`src/rtl/cp0_exc_unit_pkg.sv`:
```
// CP0 register map, except_info encodings, ExcCode values and the
// raw exception flag layout shared by the CP0/exception slice.
package cp0_exc_unit_pkg;
    localparam logic [4:0] CP0_BADVADDR = 5'd8;
    localparam logic [4:0] CP0_COUNT    = 5'd9;
    localparam logic [4:0] CP0_COMPARE  = 5'd11;
    localparam logic [4:0] CP0_STATUS   = 5'd12;
    localparam logic [4:0] CP0_CAUSE    = 5'd13;
    localparam logic [4:0] CP0_EPC      = 5'd14;

    localparam logic [31:0] STATUS_RST = 32'h0040_0000;

    typedef enum logic [3:0] {
        INFO_NONE    = 4'h0,
        INFO_INT     = 4'h1,
        INFO_ADEL_IF = 4'h2,
        INFO_RI      = 4'h3,
        INFO_OV      = 4'h4,
        INFO_SYS     = 4'h5,
        INFO_BP      = 4'h6,
        INFO_ADEL_LD = 4'h7,
        INFO_ADES    = 4'h8,
        INFO_ERET    = 4'hE
    } exc_info_e;

    localparam logic [4:0] EXC_INT  = 5'h00;
    localparam logic [4:0] EXC_ADEL = 5'h04;
    localparam logic [4:0] EXC_ADES = 5'h05;
    localparam logic [4:0] EXC_SYS  = 5'h08;
    localparam logic [4:0] EXC_BP   = 5'h09;
    localparam logic [4:0] EXC_RI   = 5'h0A;
    localparam logic [4:0] EXC_OV   = 5'h0C;

    typedef struct packed {
        logic adel_if;
        logic ri;
        logic ov;
        logic sys;
        logic bp;
        logic adel_ld;
        logic ades;
    } mem_exc_t;

    function automatic logic [4:0] exc_code(input exc_info_e info);
        case (info)
            INFO_ADEL_IF, INFO_ADEL_LD: exc_code = EXC_ADEL;
            INFO_ADES:                  exc_code = EXC_ADES;
            INFO_RI:                    exc_code = EXC_RI;
            INFO_OV:                    exc_code = EXC_OV;
            INFO_SYS:                   exc_code = EXC_SYS;
            INFO_BP:                    exc_code = EXC_BP;
            default:                    exc_code = EXC_INT;
        endcase
    endfunction
endpackage

```
`src/rtl/cp0_exc_unit_if.sv`:
```
// MEM-stage exception inputs, mfc0/mtc0 port and control-unit outputs of the CP0 unit.
interface cp0_exc_unit_if;
    import cp0_exc_unit_pkg::*;

    logic        mem_valid;
    logic        mem_stall;
    logic [31:0] mem_pc;
    logic        mem_in_ds;
    mem_exc_t    mem_exc;
    logic        mem_eret;
    logic [31:0] mem_bad_vaddr;
    logic [5:0]  hw_int;
    logic [4:0]  cp0_raddr;
    logic [31:0] cp0_rdata;
    logic        cp0_we;
    logic [4:0]  cp0_waddr;
    logic [31:0] cp0_wdata;
    exc_info_e   except_info_o;
    logic [31:0] epc_o;
    logic        timer_int_o;

    modport master (
        output mem_valid, mem_stall, mem_pc, mem_in_ds, mem_exc, mem_eret, mem_bad_vaddr,
               hw_int, cp0_raddr, cp0_we, cp0_waddr, cp0_wdata,
        input  cp0_rdata, except_info_o, epc_o, timer_int_o
    );

    modport slave (
        input  mem_valid, mem_stall, mem_pc, mem_in_ds, mem_exc, mem_eret, mem_bad_vaddr,
               hw_int, cp0_raddr, cp0_we, cp0_waddr, cp0_wdata,
        output cp0_rdata, except_info_o, epc_o, timer_int_o
    );
endinterface

```
`src/rtl/cp0_exc_unit_timer.sv`:
```
// Count/Compare timer: prescaled Count, sticky TI on match after increment,
// cleared by a Compare write (which beats a same-cycle match).
module cp0_timer #(
    parameter int COUNT_DIV = 2
) (
    input  logic        clk,
    input  logic        rst,
    input  logic        count_we,
    input  logic        compare_we,
    input  logic [31:0] wdata,
    output logic [31:0] count,
    output logic [31:0] compare,
    output logic        ti
);
    logic        presc;
    logic        tick;
    logic [31:0] count_inc;

    assign tick      = (COUNT_DIV == 1) ? 1'b1 : presc;
    assign count_inc = count + 32'd1;

    always_ff @(posedge clk or posedge rst) begin
        if (rst) begin
            presc   <= 1'b0;
            count   <= '0;
            compare <= '0;
            ti      <= 1'b0;
        end else begin
            if (count_we) begin
                count <= wdata;
                presc <= 1'b0;
            end else begin
                presc <= (COUNT_DIV == 1) ? 1'b0 : ~presc;
                if (tick) begin
                    count <= count_inc;
                    if (count_inc == compare) ti <= 1'b1;
                end
            end
            if (compare_we) begin
                compare <= wdata;
                ti      <= 1'b0;
            end
        end
    end
endmodule

```
`src/rtl/cp0_exc_unit.sv`:
```
// CP0 register file plus exception prioritiser for the MEM-stage instruction;
// cause/EPC go to the control unit combinationally, state commits on the edge.
module cp0_exc_unit
    import cp0_exc_unit_pkg::*;
#(
    parameter int COUNT_DIV = 2
) (
    input  logic          clk,
    input  logic          rst,
    cp0_exc_unit_if.slave bus
);
    logic [7:0]  im;
    logic        exl, ie, bd;
    logic [1:0]  ip_sw;
    logic [4:0]  exc_code_q;
    logic [31:0] epc, bad_vaddr, count, compare;
    logic        ti;
    logic [7:0]  ip;
    logic        int_pend, commit;
    exc_info_e   info;
    logic        we_status, we_cause, we_epc, we_count, we_compare;
    mem_exc_t    ex;

    assign ex         = bus.mem_exc;
    assign we_status  = bus.cp0_we && (bus.cp0_waddr == CP0_STATUS);
    assign we_cause   = bus.cp0_we && (bus.cp0_waddr == CP0_CAUSE);
    assign we_epc     = bus.cp0_we && (bus.cp0_waddr == CP0_EPC);
    assign we_count   = bus.cp0_we && (bus.cp0_waddr == CP0_COUNT);
    assign we_compare = bus.cp0_we && (bus.cp0_waddr == CP0_COMPARE);

    // Hardware IP bits are live, not latched; TI shares line 5 with hw_int[5].
    assign ip       = {ti | bus.hw_int[5], bus.hw_int[4:0], ip_sw};
    assign int_pend = ie & ~exl & (|(ip & im));

    always_comb begin
        info = INFO_NONE;
        if (bus.mem_valid) begin
            if      (int_pend)   info = INFO_INT;
            else if (ex.adel_if) info = INFO_ADEL_IF;
            else if (ex.ri)      info = INFO_RI;
            else if (ex.ov)      info = INFO_OV;
            else if (ex.sys)     info = INFO_SYS;
            else if (ex.bp)      info = INFO_BP;
            else if (ex.adel_ld) info = INFO_ADEL_LD;
            else if (ex.ades)    info = INFO_ADES;
            else if (bus.mem_eret) info = INFO_ERET;
        end
    end

    assign commit = bus.mem_valid & ~bus.mem_stall & (info != INFO_NONE);

    cp0_timer #(.COUNT_DIV(COUNT_DIV)) u_timer (
        .clk        (clk),
        .rst        (rst),
        .count_we   (we_count),
        .compare_we (we_compare),
        .wdata      (bus.cp0_wdata),
        .count      (count),
        .compare    (compare),
        .ti         (ti)
    );

    // mtc0 assignments come first so a same-cycle commit overrides them.
    always_ff @(posedge clk or posedge rst) begin
        if (rst) begin
            im         <= '0;
            exl        <= 1'b0;
            ie         <= 1'b0;
            bd         <= 1'b0;
            ip_sw      <= '0;
            exc_code_q <= '0;
            epc        <= '0;
            bad_vaddr  <= '0;
        end else begin
            if (we_status) begin
                im  <= bus.cp0_wdata[15:8];
                exl <= bus.cp0_wdata[1];
                ie  <= bus.cp0_wdata[0];
            end
            if (we_cause) ip_sw <= bus.cp0_wdata[9:8];
            if (we_epc)   epc   <= bus.cp0_wdata;
            if (commit) begin
                if (info == INFO_ERET) begin
                    exl <= 1'b0;
                end else begin
                    if (!exl) begin
                        epc <= bus.mem_in_ds ? bus.mem_pc - 32'd4 : bus.mem_pc;
                        bd  <= bus.mem_in_ds;
                    end
                    exl        <= 1'b1;
                    exc_code_q <= exc_code(info);
                    if (info == INFO_ADEL_IF)
                        bad_vaddr <= bus.mem_pc;
                    else if (info == INFO_ADEL_LD || info == INFO_ADES)
                        bad_vaddr <= bus.mem_bad_vaddr;
                end
            end
        end
    end

    always_comb begin
        bus.cp0_rdata = '0;
        case (bus.cp0_raddr)
            CP0_BADVADDR: bus.cp0_rdata = bad_vaddr;
            CP0_COUNT:    bus.cp0_rdata = count;
            CP0_COMPARE:  bus.cp0_rdata = compare;
            CP0_STATUS:   bus.cp0_rdata = STATUS_RST | {16'h0, im, 6'h0, exl, ie};
            CP0_CAUSE:    bus.cp0_rdata = {bd, ti, 14'h0, ip, 1'b0, exc_code_q, 2'b00};
            CP0_EPC:      bus.cp0_rdata = epc;
            default:      bus.cp0_rdata = '0;
        endcase
    end

    assign bus.except_info_o = info;
    assign bus.epc_o         = we_epc ? bus.cp0_wdata : epc;
    assign bus.timer_int_o   = ti;
endmodule

```
`src/flat_wrapper.sv`:
```
// flat-port wrapper written by rule: the top's interface ports become plain ports
module cp0_exc_unit_flat import cp0_exc_unit_pkg::*;
#(
    parameter int COUNT_DIV = 2
)
  (clk, rst, bus_mem_valid, bus_mem_stall, bus_mem_pc, bus_mem_in_ds, bus_mem_exc, bus_mem_eret, bus_mem_bad_vaddr, bus_hw_int, bus_cp0_raddr, bus_cp0_we, bus_cp0_waddr, bus_cp0_wdata, bus_cp0_rdata, bus_except_info_o, bus_epc_o, bus_timer_int_o);
  cp0_exc_unit_if bus_i ();
  input  logic clk;
  input  logic rst;
  input wire logic [$bits(bus_i.mem_valid)-1:0] bus_mem_valid;
  input wire logic [$bits(bus_i.mem_stall)-1:0] bus_mem_stall;
  input wire logic [$bits(bus_i.mem_pc)-1:0] bus_mem_pc;
  input wire logic [$bits(bus_i.mem_in_ds)-1:0] bus_mem_in_ds;
  input wire logic [$bits(bus_i.mem_exc)-1:0] bus_mem_exc;
  input wire logic [$bits(bus_i.mem_eret)-1:0] bus_mem_eret;
  input wire logic [$bits(bus_i.mem_bad_vaddr)-1:0] bus_mem_bad_vaddr;
  input wire logic [$bits(bus_i.hw_int)-1:0] bus_hw_int;
  input wire logic [$bits(bus_i.cp0_raddr)-1:0] bus_cp0_raddr;
  input wire logic [$bits(bus_i.cp0_we)-1:0] bus_cp0_we;
  input wire logic [$bits(bus_i.cp0_waddr)-1:0] bus_cp0_waddr;
  input wire logic [$bits(bus_i.cp0_wdata)-1:0] bus_cp0_wdata;
  output wire logic [$bits(bus_i.cp0_rdata)-1:0] bus_cp0_rdata;
  output wire logic [$bits(bus_i.except_info_o)-1:0] bus_except_info_o;
  output wire logic [$bits(bus_i.epc_o)-1:0] bus_epc_o;
  output wire logic [$bits(bus_i.timer_int_o)-1:0] bus_timer_int_o;
  assign bus_i.mem_valid = bus_mem_valid;
  assign bus_i.mem_stall = bus_mem_stall;
  assign bus_i.mem_pc = bus_mem_pc;
  assign bus_i.mem_in_ds = bus_mem_in_ds;
  assign bus_i.mem_exc = bus_mem_exc;
  assign bus_i.mem_eret = bus_mem_eret;
  assign bus_i.mem_bad_vaddr = bus_mem_bad_vaddr;
  assign bus_i.hw_int = bus_hw_int;
  assign bus_i.cp0_raddr = bus_cp0_raddr;
  assign bus_i.cp0_we = bus_cp0_we;
  assign bus_i.cp0_waddr = bus_cp0_waddr;
  assign bus_i.cp0_wdata = bus_cp0_wdata;
  assign bus_cp0_rdata = bus_i.cp0_rdata;
  assign bus_except_info_o = bus_i.except_info_o;
  assign bus_epc_o = bus_i.epc_o;
  assign bus_timer_int_o = bus_i.timer_int_o;
  cp0_exc_unit #(.COUNT_DIV(COUNT_DIV)) u_core (.clk(clk), .rst(rst), .bus(bus_i));
endmodule
```
`config.mk`:
```
export PLATFORM = sky130hd
export DESIGN_NAME = cp0_exc_unit_flat
export DESIGN_NICKNAME = d
export VERILOG_FILES = /design/src/rtl/cp0_exc_unit_pkg.sv /design/src/rtl/cp0_exc_unit_if.sv /design/src/rtl/cp0_exc_unit_timer.sv /design/src/rtl/cp0_exc_unit.sv /design/src/flat_wrapper.sv
export SDC_FILE = /design/constraint.sdc
export NUM_CORES = 1
export LEC_CHECK = 0
export CAP_MARGIN = 40
export CORE_UTILIZATION = 53
export CTS_CLUSTER_DIAMETER = 200
export DETAILED_ROUTE_END_ITERATION = 10
export PLACE_DENSITY = 0.89
export SYNTH_ARGS = -nofsm -noshare
export SYNTH_HDL_FRONTEND = slang
export SYNTH_SLANG_ARGS = --single-unit
```
`constraint.sdc`:
```
create_clock -name clk -period 12.55 [get_ports clk]
set_clock_uncertainty 0.2 [all_clocks]
set_input_delay 1.255 -clock clk [delete_from_list [all_inputs] [get_ports clk]]
set_output_delay 1.255 -clock clk [all_outputs]
set_load 0.01 [all_outputs]
```
==> results.yml <==
final_layout:
  fin_util_pct: 69.0
  final_common_cell: "clkdlybuf4s50_1"
  drive_above_1_share_pct: 21.8
  area_growth_pct: 27.2
  antenna-diode-count: 0
  layout.nets: 1240
  mostFrequentLayoutCells: "clkdlybuf4s50_1 (194), dfrtp_1 (147), mux2_2 (112), nand2_1 (104), a22oi_1 (62)"
synthesis:
  ys_types: 67
  ys_warn_count: 0
  synth_edf_count: 0
  synth_flop_cell: "dfrtp_1"
  synth_area_um2: 9780
  synth_cells: 947
  syn_area_per_cell_um2: 10.3
  synthesis.nets: 1075
  ys_ff_latch: 147
  synth-async-reset-ratio_pct: 100
  seq_area_frac_synth_pct: 37.6
global_routing:
  gr-total-overflow: 0
  grt_pass1_wl_mm: 48.1
  antenna_found_initial: 0
  grt_pass1_vias: 8220
  grt_usage_pct: 34.4
  grt_max_degree: 91
sta:
  rsz0062_at_grt: "false"
  drv_slew: 0
  fmax_mhz: 196
  setup_viol: 0
  setup_tns_ps: 0
  period_share_pct: 40.7
  final.min_clock_period_ps: 5100
  finalHoldViolCount: 0
  relSlewSlack_pct: 44.2
  worst_pin_slew_ps: 837
clocking:
  clk_latency_ps: 420
  clockRootBuffer: "clkbuf_16"
  cts_tree: "yes"
  ctsHoldBuffers: 0
  ctsHtreeMaxLevel: 4
  post-cts-setup-buffers: 0
  clock-sinks: 147
  cts.clk_slew.worst_paths_ps: 60
  clk_path_buf_depth: 2
  cts_buffers: 17
  cts_resized: 0
setup_path:
  crit_type: "primary input to output pin"
  worst_ep_required_time_ps: 11100
  slowest_stage: "clkdlybuf4s50_1"
  worstPathCellList: "clkdlybuf4s50_1 -> or3b_2 -> nor3_2 -> buf_4 -> a222oi_1 -> nand2_1 -> clkdlybuf4s50_1"
  critPathArrivalTime_ps: 3650
  cp-start-kind: "primary input"
  worst-path-buf-inv: 3
  crit_fanout: 32
  cp-end-kind: "output pin"
  crit_family: "buffers and inverters"
  cp_slowest_stage_delay_ps: 550
  crit_path_frequent_cell: "clkdlybuf4s50_1"
  rrSetupSlack_ps: 9090
routing:
  drt-total-wl_mm: 31.7
  ant_nets: 0
  drc: 0
  firstDrtPassIters: 6
  routed_via_density: 6.31
  num_vias: 8548
  wl_per_cell_um: 23.4
  drt_iter0_markers: 1084
flow_run:
  cap_viol_max_count: 0
floorplan:
  die_x_um: 138
  io_pins: 195
  dieArea_um2: 19000
  core_area_um2: 18000
  start_util_pct: 54.2
  die_y_um: 138
  rows: 49
place:
  detailed_place_hpwl_mm: 23.6
  numPortBuffers: 194
  place.gp.congestion: 0.978
pwr:
  vdd_drop_max_mv: 0.102
  leakagePower_uw: 0.00500
  power.density_nw_per_um2: 155
  total_power_uw: 1920
min_path:
  hold_class: "register to register"
status:
  outcome: "finished clean"
[metal layers]
layer,global-route usage (%),vias up,wire length [µm]
li1,-,3775,-
met1,48.5,4197,13100
met2,52.0,513,14400
met3,7.84,63,3360
met4,11.1,0,810
met5,0,-,0
[flip-flops by register name, summed over array words and instances (netlist names)]
name and count:
u_core.bd 1, u_core.u_timer.count 32, u_core.u_timer.compare 32, u_core.bad_vaddr 32, u_core.u_timer.presc 1, u_core.exc_code_q 4
u_core.ip_sw 2, u_core.exl 1, u_core.ie 1, u_core.epc 32, u_core.u_timer.ti 1, u_core.im 8
[power by group]
part	leakage, µW	switching, µW	internal (µW)
Combinational	0.00292	268	361
Clock	0.000273	205	298
Sequential	0.00181	183	606
[Yosys cell counts (all sizes together) (2+ instances only)]
| cell | instances | share of area [%] |
|---|---|---|
| mux2 | 173 | 22 |
| o31ai | 3 | 0.23 |
| buf | 23 | 1.5 |
| or3b | 4 | 0.36 |
| inv | 11 | 0.42 |
| or3 | 10 | 0.64 |
| and3b | 2 | 0.18 |
| nor3 | 19 | 1.1 |
| o211a | 2 | 0.20 |
| a31oi | 4 | 0.26 |
| nand4bb | 2 | 0.23 |
| dfrtp | 147 | 38 |
| nor4 | 16 | 1.4 |
| nand2 | 106 | 4.1 |
| xor2 | 48 | 4.3 |
| clkbuf | 38 | 1.5 |
| nand3 | 25 | 1.3 |
| xnor2 | 55 | 4.9 |
| ha | 2 | 0.26 |
| nand2b | 13 | 0.83 |
| a21oi | 8 | 0.41 |
| and2 | 3 | 0.19 |
| or4 | 2 | 0.19 |
| a211oi | 3 | 0.23 |
| or2 | 3 | 0.19 |
| nor3b | 3 | 0.23 |
| nand3b | 3 | 0.23 |
| a22o | 3 | 0.27 |
| a211o | 2 | 0.19 |
| nor2 | 46 | 1.9 |
| a222oi | 10 | 1.0 |
| o21ai | 44 | 2.3 |
| a22oi | 62 | 4.8 |
| mux2i | 8 | 0.82 |
| and3 | 9 | 0.58 |
| o211ai | 3 | 0.23 |
| nand4 | 18 | 1.2 |
[path summary, 6_finish.rpt]
check	startpoint	to	cells after the start
min reg2reg	u_core.bad_vaddr[9]$_DFFE_PP0P_	u_core.bad_vaddr[9]$_DFFE_PP0P_	1
min	u_core.bad_vaddr[9]$_DFFE_PP0P_	u_core.bad_vaddr[9]$_DFFE_PP0P_	1
max	bus_cp0_raddr[3]	bus_cp0_rdata[0]	7
max reg2reg	u_core.ip_sw[0]$_DFFE_PP0P_	u_core.epc[31]$_DFF_PP0_	8
min in group asynchronous	rst	u_core.u_timer.compare[24]$_DFFE_PP0P_	2
max in group asynchronous	rst	u_core.u_timer.compare[13]$_DFFE_PP0P_	3
[cell type report]
class,instances,area [µm²]
tap,229,287
inverter,11,46.3
clock inverter,12,131
multi-input combinational,728,5790
timing repair buffer,207,2050
clock buffer,20,447
sequential,147,3680
fill,1332,5590
[per-stage QoR]
step / cells / hold slack [ps] / setup WS [ps] / cell area (µm²)
after floorplan: 947 / 274 / 7140 / 9780
after global placement: 1321 / 309 / 7530 / 11800
after detailed placement: 1322 / 322 / 7490 / 11900
after CTS: 1354 / 337 / 7490 / 12400
after global routing: 1354 / 359 / 7400 / 12400
final: 1354 / 344 / 7450 / 12400
[kinds of logic after synthesis]
group	synth area share [%]
XOR/XNOR	9.23
AO/OA/AOI/OAI	11.3
multiplexers	23.0
flip-flops	37.6
buffers and inverters	3.43
adder cells (fa/ha/maj)	0.256
AND/OR/NAND/NOR	15.2
Note: power is estimated with default switching activity, not from simulation.
